### src/rtl/id_stage_pkg.sv
// id_stage_pkg: shared encodings for the instruction-decode stage.
//   - opcodes of the four recognised instruction formats
//   - branch funct3 codes
//   - alu_op encodings driven onto the ID/EX register
//   - hazard FSM state encoding
//   - control bundle type and immediate extraction helper
package id_stage_pkg;

  localparam logic [6:0] OPC_R      = 7'b0110011;
  localparam logic [6:0] OPC_LOAD   = 7'b0000011;
  localparam logic [6:0] OPC_STORE  = 7'b0100011;
  localparam logic [6:0] OPC_BRANCH = 7'b1100011;

  localparam logic [2:0] F3_BEQ = 3'b000;
  localparam logic [2:0] F3_BNE = 3'b001;

  localparam logic [1:0] ALU_OP_ADD = 2'b00;
  localparam logic [1:0] ALU_OP_BR  = 2'b01;
  localparam logic [1:0] ALU_OP_R   = 2'b10;

  typedef enum logic {
    ST_RUN   = 1'b0,
    ST_STALL = 1'b1
  } state_e;

  typedef struct packed {
    logic       mem_to_reg;
    logic       reg_write;
    logic       mem_read;
    logic       mem_write;
    logic       branch;
    logic       alu_src;
    logic [1:0] alu_op;
  } ctrl_t;

  localparam ctrl_t CTRL_NOP = '0;

  // 32-bit sign-extended immediate; the stage resizes it to XLEN.
  function automatic logic signed [31:0] imm32(input logic [31:0] instr);
    logic signed [31:0] res;
    case (instr[6:0])
      OPC_LOAD:   res = {{20{instr[31]}}, instr[31:20]};
      OPC_STORE:  res = {{20{instr[31]}}, instr[31:25], instr[11:7]};
      OPC_BRANCH: res = {{19{instr[31]}}, instr[31], instr[7], instr[30:25],
                         instr[11:8], 1'b0};
      default:    res = '0;
    endcase
    return res;
  endfunction

  // Control bundle for a recognised opcode; anything else yields all zero.
  function automatic ctrl_t decode_ctrl(input logic [6:0] opcode);
    ctrl_t c;
    c = CTRL_NOP;
    case (opcode)
      OPC_R: begin
        c.reg_write = 1'b1;
        c.alu_op    = ALU_OP_R;
      end
      OPC_LOAD: begin
        c.mem_read   = 1'b1;
        c.mem_to_reg = 1'b1;
        c.reg_write  = 1'b1;
        c.alu_src    = 1'b1;
        c.alu_op     = ALU_OP_ADD;
      end
      OPC_STORE: begin
        c.mem_write = 1'b1;
        c.alu_src   = 1'b1;
        c.alu_op    = ALU_OP_ADD;
      end
      OPC_BRANCH: begin
        c.branch = 1'b1;
        c.alu_op = ALU_OP_BR;
      end
      default: c = CTRL_NOP;
    endcase
    return c;
  endfunction

endpackage

### src/rtl/id_regfile.sv
// id_regfile: NREGS x XLEN register file, two read ports, one write port.
//   clock, reset (async, active-low, clears all registers)
//   wr_en/wr_addr/wr_data   : write on rising edge when wr_en
//   rd_addr_a/b -> rd_data_a/b : combinational reads; register 0 always
//                              reads 0; a write in the same cycle to the
//                              read address is bypassed to the read data.
module id_regfile #(
  parameter  int XLEN  = 32,
  parameter  int NREGS = 32,
  localparam int RAW   = $clog2(NREGS)
) (
  input  logic            clock,
  input  logic            reset,
  input  logic            wr_en,
  input  logic [RAW-1:0]  wr_addr,
  input  logic [XLEN-1:0] wr_data,
  input  logic [RAW-1:0]  rd_addr_a,
  output logic [XLEN-1:0] rd_data_a,
  input  logic [RAW-1:0]  rd_addr_b,
  output logic [XLEN-1:0] rd_data_b
);

  logic [XLEN-1:0] regs_q [NREGS];
  logic [XLEN-1:0] regs_d [NREGS];

  always_comb begin
    regs_d = regs_q;
    if (wr_en && (wr_addr != '0)) begin
      regs_d[wr_addr] = wr_data;
    end
  end

  always_ff @(posedge clock or negedge reset) begin
    if (!reset) begin
      for (int i = 0; i < NREGS; i++) begin
        regs_q[i] <= '0;
      end
    end else begin
      regs_q <= regs_d;
    end
  end

  always_comb begin
    if (rd_addr_a == '0) begin
      rd_data_a = '0;
    end else if (wr_en && (wr_addr == rd_addr_a)) begin
      rd_data_a = wr_data;
    end else begin
      rd_data_a = regs_q[rd_addr_a];
    end
  end

  always_comb begin
    if (rd_addr_b == '0) begin
      rd_data_b = '0;
    end else if (wr_en && (wr_addr == rd_addr_b)) begin
      rd_data_b = wr_data;
    end else begin
      rd_data_b = regs_q[rd_addr_b];
    end
  end

endmodule

### src/rtl/id_stage_param.sv
// id_stage_param: instruction-decode stage of a 5-stage pipeline.
//   clock, reset (async, active-low)
//   in_valid/instruction/pc        : IF/ID register contents
//   wb_en/wb_addr/wb_data          : register-file write port
//   ex_* / mem_*                   : destination info of instructions in EX/MEM
//   pc_enable/if_id_enable         : upstream hold (0 = hold) during stalls
//   branch_taken/if_flush/branch_target : combinational ID-resolved redirect
//   out_valid ... illegal          : registered ID/EX outputs
// Build option: define ID_STAGE_BNE_EN to decode SB funct3=001 as BNE;
// otherwise only BEQ is a recognised branch and other funct3 are illegal.
//
// Hazard FSM:
//   state    | meaning
//   ST_RUN   | no hazard last cycle; instruction issued or bubble loaded
//   ST_STALL | holding IF/ID for a load-use or branch-operand hazard
module id_stage_param
  import id_stage_pkg::*;
#(
  parameter int XLEN  = 32,
  parameter int NREGS = 32,
  parameter int RAW   = $clog2(NREGS)
) (
  input  logic            clock,
  input  logic            reset,
  input  logic            in_valid,
  input  logic [31:0]     instruction,
  input  logic [XLEN-1:0] pc,
  input  logic            wb_en,
  input  logic [RAW-1:0]  wb_addr,
  input  logic [XLEN-1:0] wb_data,
  input  logic [RAW-1:0]  ex_rd,
  input  logic            ex_reg_write,
  input  logic            ex_mem_read,
  input  logic [RAW-1:0]  mem_rd,
  input  logic            mem_reg_write,
  input  logic            mem_mem_read,
  input  logic [XLEN-1:0] mem_alu_result,
  output logic            pc_enable,
  output logic            if_id_enable,
  output logic            branch_taken,
  output logic            if_flush,
  output logic [XLEN-1:0] branch_target,
  output logic            out_valid,
  output logic            mem_to_reg,
  output logic            reg_write,
  output logic            mem_read,
  output logic            mem_write,
  output logic            branch,
  output logic            alu_src,
  output logic [1:0]      alu_op,
  output logic [RAW-1:0]  rs1,
  output logic [RAW-1:0]  rs2,
  output logic [RAW-1:0]  rd,
  output logic [XLEN-1:0] imm,
  output logic [XLEN-1:0] reg_a,
  output logic [XLEN-1:0] reg_b,
  output logic [6:0]      funct7,
  output logic [2:0]      funct3,
  output logic            illegal
);

  typedef struct packed {
    logic            valid;
    logic            illegal;
    ctrl_t           ctrl;
    logic [RAW-1:0]  rs1;
    logic [RAW-1:0]  rs2;
    logic [RAW-1:0]  rd;
    logic [XLEN-1:0] imm;
    logic [XLEN-1:0] a;
    logic [XLEN-1:0] b;
    logic [6:0]      f7;
    logic [2:0]      f3;
  } idex_t;

  // Field extraction
  logic [6:0]      opcode;
  logic [2:0]      f3;
  logic [6:0]      f7;
  logic [RAW-1:0]  rs1_idx;
  logic [RAW-1:0]  rs2_idx;
  logic [RAW-1:0]  rd_idx;
  logic signed [31:0] imm_s;
  logic [XLEN-1:0] imm_ext;

  assign opcode  = instruction[6:0];
  assign f3      = instruction[14:12];
  assign f7      = instruction[31:25];
  assign rs1_idx = RAW'(instruction[19:15]);
  assign rs2_idx = RAW'(instruction[24:20]);
  assign rd_idx  = RAW'(instruction[11:7]);
  assign imm_s   = imm32(instruction);
  assign imm_ext = XLEN'(imm_s);

  // Format classification
  logic is_r, is_load, is_store, is_sb;
  logic br_beq, br_bne, is_branch, legal, uses_rs2;

  assign is_r     = (opcode == OPC_R);
  assign is_load  = (opcode == OPC_LOAD);
  assign is_store = (opcode == OPC_STORE);
  assign is_sb    = (opcode == OPC_BRANCH);
  assign br_beq   = is_sb && (f3 == F3_BEQ);
`ifdef ID_STAGE_BNE_EN
  assign br_bne   = is_sb && (f3 == F3_BNE);
`else
  assign br_bne   = 1'b0;
`endif
  assign is_branch = br_beq || br_bne;
  assign legal     = is_r || is_load || is_store || is_branch;
  assign uses_rs2  = is_r || is_store || is_branch;

  // Register file
  logic [XLEN-1:0] rf_a, rf_b;

  id_regfile #(
    .XLEN  (XLEN),
    .NREGS (NREGS)
  ) u_regfile (
    .clock     (clock),
    .reset     (reset),
    .wr_en     (wb_en),
    .wr_addr   (wb_addr),
    .wr_data   (wb_data),
    .rd_addr_a (rs1_idx),
    .rd_data_a (rf_a),
    .rd_addr_b (rs2_idx),
    .rd_data_b (rf_b)
  );

  // Hazard detection
  logic load_use, br_stall, stall;
  logic ex_hit, mem_ld_hit;

  assign load_use = in_valid && ex_mem_read && (ex_rd != '0) &&
                    ((legal && (ex_rd == rs1_idx)) ||
                     (uses_rs2 && (ex_rd == rs2_idx)));

  // A branch resolves in ID, so it must also wait for an ALU result still in
  // EX and for load data still in MEM; only MEM ALU results can be forwarded.
  assign ex_hit     = ex_reg_write && (ex_rd != '0) &&
                      ((ex_rd == rs1_idx) || (ex_rd == rs2_idx));
  assign mem_ld_hit = mem_mem_read && (mem_rd != '0) &&
                      ((mem_rd == rs1_idx) || (mem_rd == rs2_idx));
  assign br_stall   = in_valid && is_branch && (ex_hit || mem_ld_hit);

  assign stall = load_use || br_stall;

  // Branch resolution
  logic            fwd_ok;
  logic [XLEN-1:0] op_a, op_b;
  logic            ops_eq;

  assign fwd_ok = mem_reg_write && !mem_mem_read && (mem_rd != '0);
  assign op_a   = (fwd_ok && (mem_rd == rs1_idx)) ? mem_alu_result : rf_a;
  assign op_b   = (fwd_ok && (mem_rd == rs2_idx)) ? mem_alu_result : rf_b;
  assign ops_eq = (op_a == op_b);

  assign branch_taken  = in_valid && !stall &&
                         ((br_beq && ops_eq) || (br_bne && !ops_eq));
  assign if_flush      = branch_taken;
  assign branch_target = pc + imm_ext;

  assign pc_enable    = !stall;
  assign if_id_enable = !stall;

  // Hazard FSM
  state_e state_q, state_d;

  always_comb begin
    state_d = state_q;
    case (state_q)
      ST_RUN:   if (stall)  state_d = ST_STALL;
      ST_STALL: if (!stall) state_d = ST_RUN;
      default:  state_d = ST_RUN;
    endcase
  end

  always_ff @(posedge clock or negedge reset) begin
    if (!reset) begin
      state_q <= ST_RUN;
    end else begin
      state_q <= state_d;
    end
  end

  // ID/EX register; stalls, empty slots and illegal words load zeros
  idex_t idex_q, idex_d;

  always_comb begin
    idex_d = '0;
    if (in_valid && !stall) begin
      if (legal) begin
        idex_d.valid = 1'b1;
        idex_d.ctrl  = decode_ctrl(opcode);
        idex_d.rs1   = rs1_idx;
        idex_d.rs2   = rs2_idx;
        idex_d.rd    = rd_idx;
        idex_d.imm   = imm_ext;
        idex_d.a     = rf_a;
        idex_d.b     = rf_b;
        idex_d.f7    = f7;
        idex_d.f3    = f3;
      end else begin
        idex_d.illegal = 1'b1;
      end
    end
  end

  always_ff @(posedge clock or negedge reset) begin
    if (!reset) begin
      idex_q <= '0;
    end else begin
      idex_q <= idex_d;
    end
  end

  assign out_valid  = idex_q.valid;
  assign illegal    = idex_q.illegal;
  assign mem_to_reg = idex_q.ctrl.mem_to_reg;
  assign reg_write  = idex_q.ctrl.reg_write;
  assign mem_read   = idex_q.ctrl.mem_read;
  assign mem_write  = idex_q.ctrl.mem_write;
  assign branch     = idex_q.ctrl.branch;
  assign alu_src    = idex_q.ctrl.alu_src;
  assign alu_op     = idex_q.ctrl.alu_op;
  assign rs1        = idex_q.rs1;
  assign rs2        = idex_q.rs2;
  assign rd         = idex_q.rd;
  assign imm        = idex_q.imm;
  assign reg_a      = idex_q.a;
  assign reg_b      = idex_q.b;
  assign funct7     = idex_q.f7;
  assign funct3     = idex_q.f3;

endmodule

### config.mk
export PLATFORM = sky130hd
export DESIGN_NAME = id_stage_param
export DESIGN_NICKNAME = d
export VERILOG_FILES = /design/src/rtl/id_stage_pkg.sv /design/src/rtl/id_regfile.sv /design/src/rtl/id_stage_param.sv
export SDC_FILE = /design/constraint.sdc
export NUM_CORES = 2
export LEC_CHECK = 0
export CORE_ASPECT_RATIO = 0.8
export CORE_MARGIN = 5
export CORE_UTILIZATION = 60
export DETAILED_ROUTE_END_ITERATION = 8
export PLACE_DENSITY = 0.8
export SLEW_MARGIN = 20
export SYNTH_ARGS = -nofsm -noshare
export SYNTH_HDL_FRONTEND = slang
export SYNTH_HIERARCHICAL = 1
export SYNTH_SLANG_ARGS = --single-unit
### constraint.sdc
create_clock -name clock -period 5.8 [get_ports clock]
set_clock_uncertainty 0.1 [all_clocks]
set_input_delay 1.16 -clock clock [delete_from_list [all_inputs] [get_ports clock]]
set_output_delay 1.16 -clock clock [all_outputs]
set_load 0.05 [all_outputs]
==> flow_metrics.env <==
export IMPL_r2r_slack_ps=3270
export IMPL_vias_per_cell=7.38
export IMPL_finalPower_mw=24.0
export IMPL_p_per_area_nw_per_um2=309
export IMPL_worstPathRequired_ps=4540
export IMPL_post_route_util=0.756
export IMPL_synth_yosys_seq_area_share=0.455
export IMPL_port_buffers=317
export IMPL_power_leakage_nw=33.9
export IMPL_tightest_slew_ps=1230
export IMPL_wirelength_um=242000
export IMPL_endpoint_kind="output pin"
export IMPL_synthesis_nets=4812
export IMPL_ant_nets=0
export IMPL_synth_edff_count=0
export IMPL_ios=318
export IMPL_num_rows=105
export IMPL_cpMaxStageDelayCell="mux4_2"
export IMPL_violations="setup timing"
export IMPL_cts_htree_levels=3
export IMPL_synth_seq_cells=1134
export IMPL_wl_per_cell_um=35.6
export IMPL_ir_drop_v=0.000311
export IMPL_ys_types=79
export IMPL_maxSlewHeadroom=0.176
export IMPL_cp_arrival_ps=4620
export IMPL_crit_chain="buf_16 > buf_12 > clkbuf_16 > buf_4 > mux4_2 > o22ai_1 > buf_4 > o211ai_1 > o21ai_2 > nor2_2 > inv_1 > a311oi_1 > o21ai_0 > nand4_1 > nor4_2 > buf_4 > and4_4 > buf_12"
export IMPL_worst_setup_path_type="input port to output pin"
export IMPL_die_y_um=298
export IMPL_die_area_sq_um=110000
export IMPL_die_x_um=370
export IMPL_drc_errors=0
export IMPL_cts_sinks=1134
export IMPL_synthFlopType="dfrtp_1"
export IMPL_maxCapViolations=0
export IMPL_crit_buf_inv=8
export IMPL_grt_max_degree=147
export IMPL_worstHoldStart="u_regfile/regs_q[997]"
export IMPL_critPathMaxFanout=6
export IMPL_max_clock_path_buffers=3
export IMPL_postCtsHoldBufs=0
export IMPL_areaGrowthSynthToFinish_pct=24.8
export IMPL_placedCellCount=6486
export IMPL_met1_length_um=82500
export IMPL_clk_pin_slew_ps=60
export IMPL_antenna_found_initial=15
export IMPL_whs_ps=298
export IMPL_status="finished, violations left"
export IMPL_top_layer_used="met5"
export IMPL_first_pass_iters=8
export IMPL_cts_root_buf="clkbuf_16"
export IMPL_synth_async_reset_ratio=1.00
export IMPL_r2r_start="u_regfile/regs_q[21]"
export IMPL_grt_pass1_wl_um=339000
export IMPL_fin_ws_ps=-77.4
export IMPL_clk_latency_ps=760
export IMPL_dp_hpwl_um=156000
export IMPL_setup_viol=2
export IMPL_max_stage_delay_ps=560
export IMPL_routabilityCongestion=1.03
export IMPL_fin_crit_sh=1.01
export IMPL_worstSetupStartpoint="instruction[15]"
export IMPL_grt_overflow=0
export IMPL_ys_warn_count=6
export IMPL_slew_viol_final=0
export IMPL_dr_wl_met3_um=40200
export IMPL_hold_viol_final=0
export IMPL_wl_met2_um=100000
export IMPL_grt_use_total=0.418
export IMPL_hold_class="flop to flop"
export IMPL_fin_crit_ps=5880
export IMPL_vias=50300
export IMPL_cpMostUsedCell="buf_4"
export IMPL_drt_initial_drc_count=8393
export IMPL_cts_tree="done"
export IMPL_avgSynthCellArea_sq_um=13.4
export IMPL_cts_made_buffers=110
export IMPL_layoutNonFillerInstCount=6816
export IMPL_drive_gt1_frac=0.493
export IMPL_synthCells=4648
export IMPL_rsz0062_at_grt="yes"
export IMPL_core_area_sq_um=103000
export IMPL_cp_top_family="buffers and inverters"
export IMPL_initial_core_util=0.606
export IMPL_syn_cell_area_sq_um=62300
export IMPL_cp_start_kind="input port"
export IMPL_fmax_mhz=170
export IMPL_finalNetCount=5490
export IMPL_grt_pass1_vias=49500
## area by class of cell
class / count / area, sq um
Sequential cell: 1134 / 28400
Multi-Input combinational cell: 2941 / 32500
Fill cell: 5782 / 25100
Clock buffer: 161 / 3200
Inverter: 61 / 229
Antenna cell: 6 / 15.0
Tap cell: 1391 / 1740
Timing Repair Buffer: 1078 / 11100
Clock inverter: 44 / 568
## layout by cell type, fill, tap and decap left out, types with 97 or more instances in the layout
cell	netlist	final
dfrtp_1	1134	1134
mux2_2	984	984
buf_4	65	611
mux4_2	442	442
clkdlybuf4s50_1	0	261
mux2i_1	165	159
a22oi_1	164	130
clkbuf_16	0	129
buf_12	2	118
nand2_1	134	110
a21oi_1	123	103
nor3_1	116	97
## routing by layer
metal	GRT usage	up-vias
li1	-	19100
met1	0.540	25300
met2	0.578	4591
met3	0.195	1280
met4	0.247	16
met5	0.00524	-
## metrics by stage
step | area (sq um) | setup TNS [ps] | setup slack [ps]
after floorplan | 62400 | 0 | 9.50
after global placement | 71200 | -1710 | -541
after detailed placement | 71200 | -3240 | -563
after CTS | 75700 | -254 | -128
after global routing | 77800 | -388 | -105
final | 77800 | -153 | -77.4
## synthesized netlist by cell type (35+ instances only)
library cell | n | area (sq um)
dfrtp_1 | 1134 | 28400
nand2_1 | 134 | 503
clkbuf_1 | 242 | 908
mux2i_1 | 165 | 1650
o21ai_0 | 84 | 420
xnor2_1 | 39 | 342
xor2_1 | 49 | 429
a22oi_1 | 164 | 1230
mux2_2 | 984 | 11100
buf_1 | 58 | 218
and2_1 | 69 | 432
nor2_1 | 93 | 349
o22ai_1 | 63 | 394
mux4_2 | 442 | 9950
nor3_1 | 116 | 581
buf_4 | 65 | 488
a311oi_1 | 35 | 307
nand3_1 | 59 | 295
buf_2 | 115 | 576
a21oi_1 | 123 | 616
inv_1 | 60 | 225
## final timing paths
path                                         end  cells past startpoint
min                        u_regfile/regs_q[997]                      0
min reg2reg                u_regfile/regs_q[997]                      0
max reg2reg                            reg_a[21]                      6
min in group asynchronous                  rd[2]                      1
max in group asynchronous  u_regfile/regs_q[343]                      2
max                                 branch_taken                     18
## where the power goes
part           switching, mW  internal, mW  total [mW]
clock network           3.34          4.28        7.63
logic                   2.74          3.25        5.98
registers               1.14          9.27        10.4
## what timing repair did
item                                    in CTS  in global routing
cloned                                       3                 17
endpoints found under the setup margin      20                 22
gates resized for setup                    111                256
buffers inserted                            23                 83
pin swaps                                   29                101
## registers in the layout (all words and copies together) (netlist names)
signal,flops
alu_op,2
alu_src,1
funct3,3
funct7,7
illegal,1
imm,13
mem_read,1
mem_write,1
out_valid,1
rd,5
reg_a,32
reg_b,32
reg_write,1
rs1,5
rs2,5
u_regfile/regs_q,1024
## kinds of logic after synthesis
kind of cell,synth area share
buffers and inverters,0.0449
muxes,0.366
AOI/OAI and AO/OA,0.0686
DFF,0.455
xor gates and xnor gates,0.0126
adders and majority gates,0.00273
and+or+nand+nor,0.0493
Power figures use the tool's default switching activity.
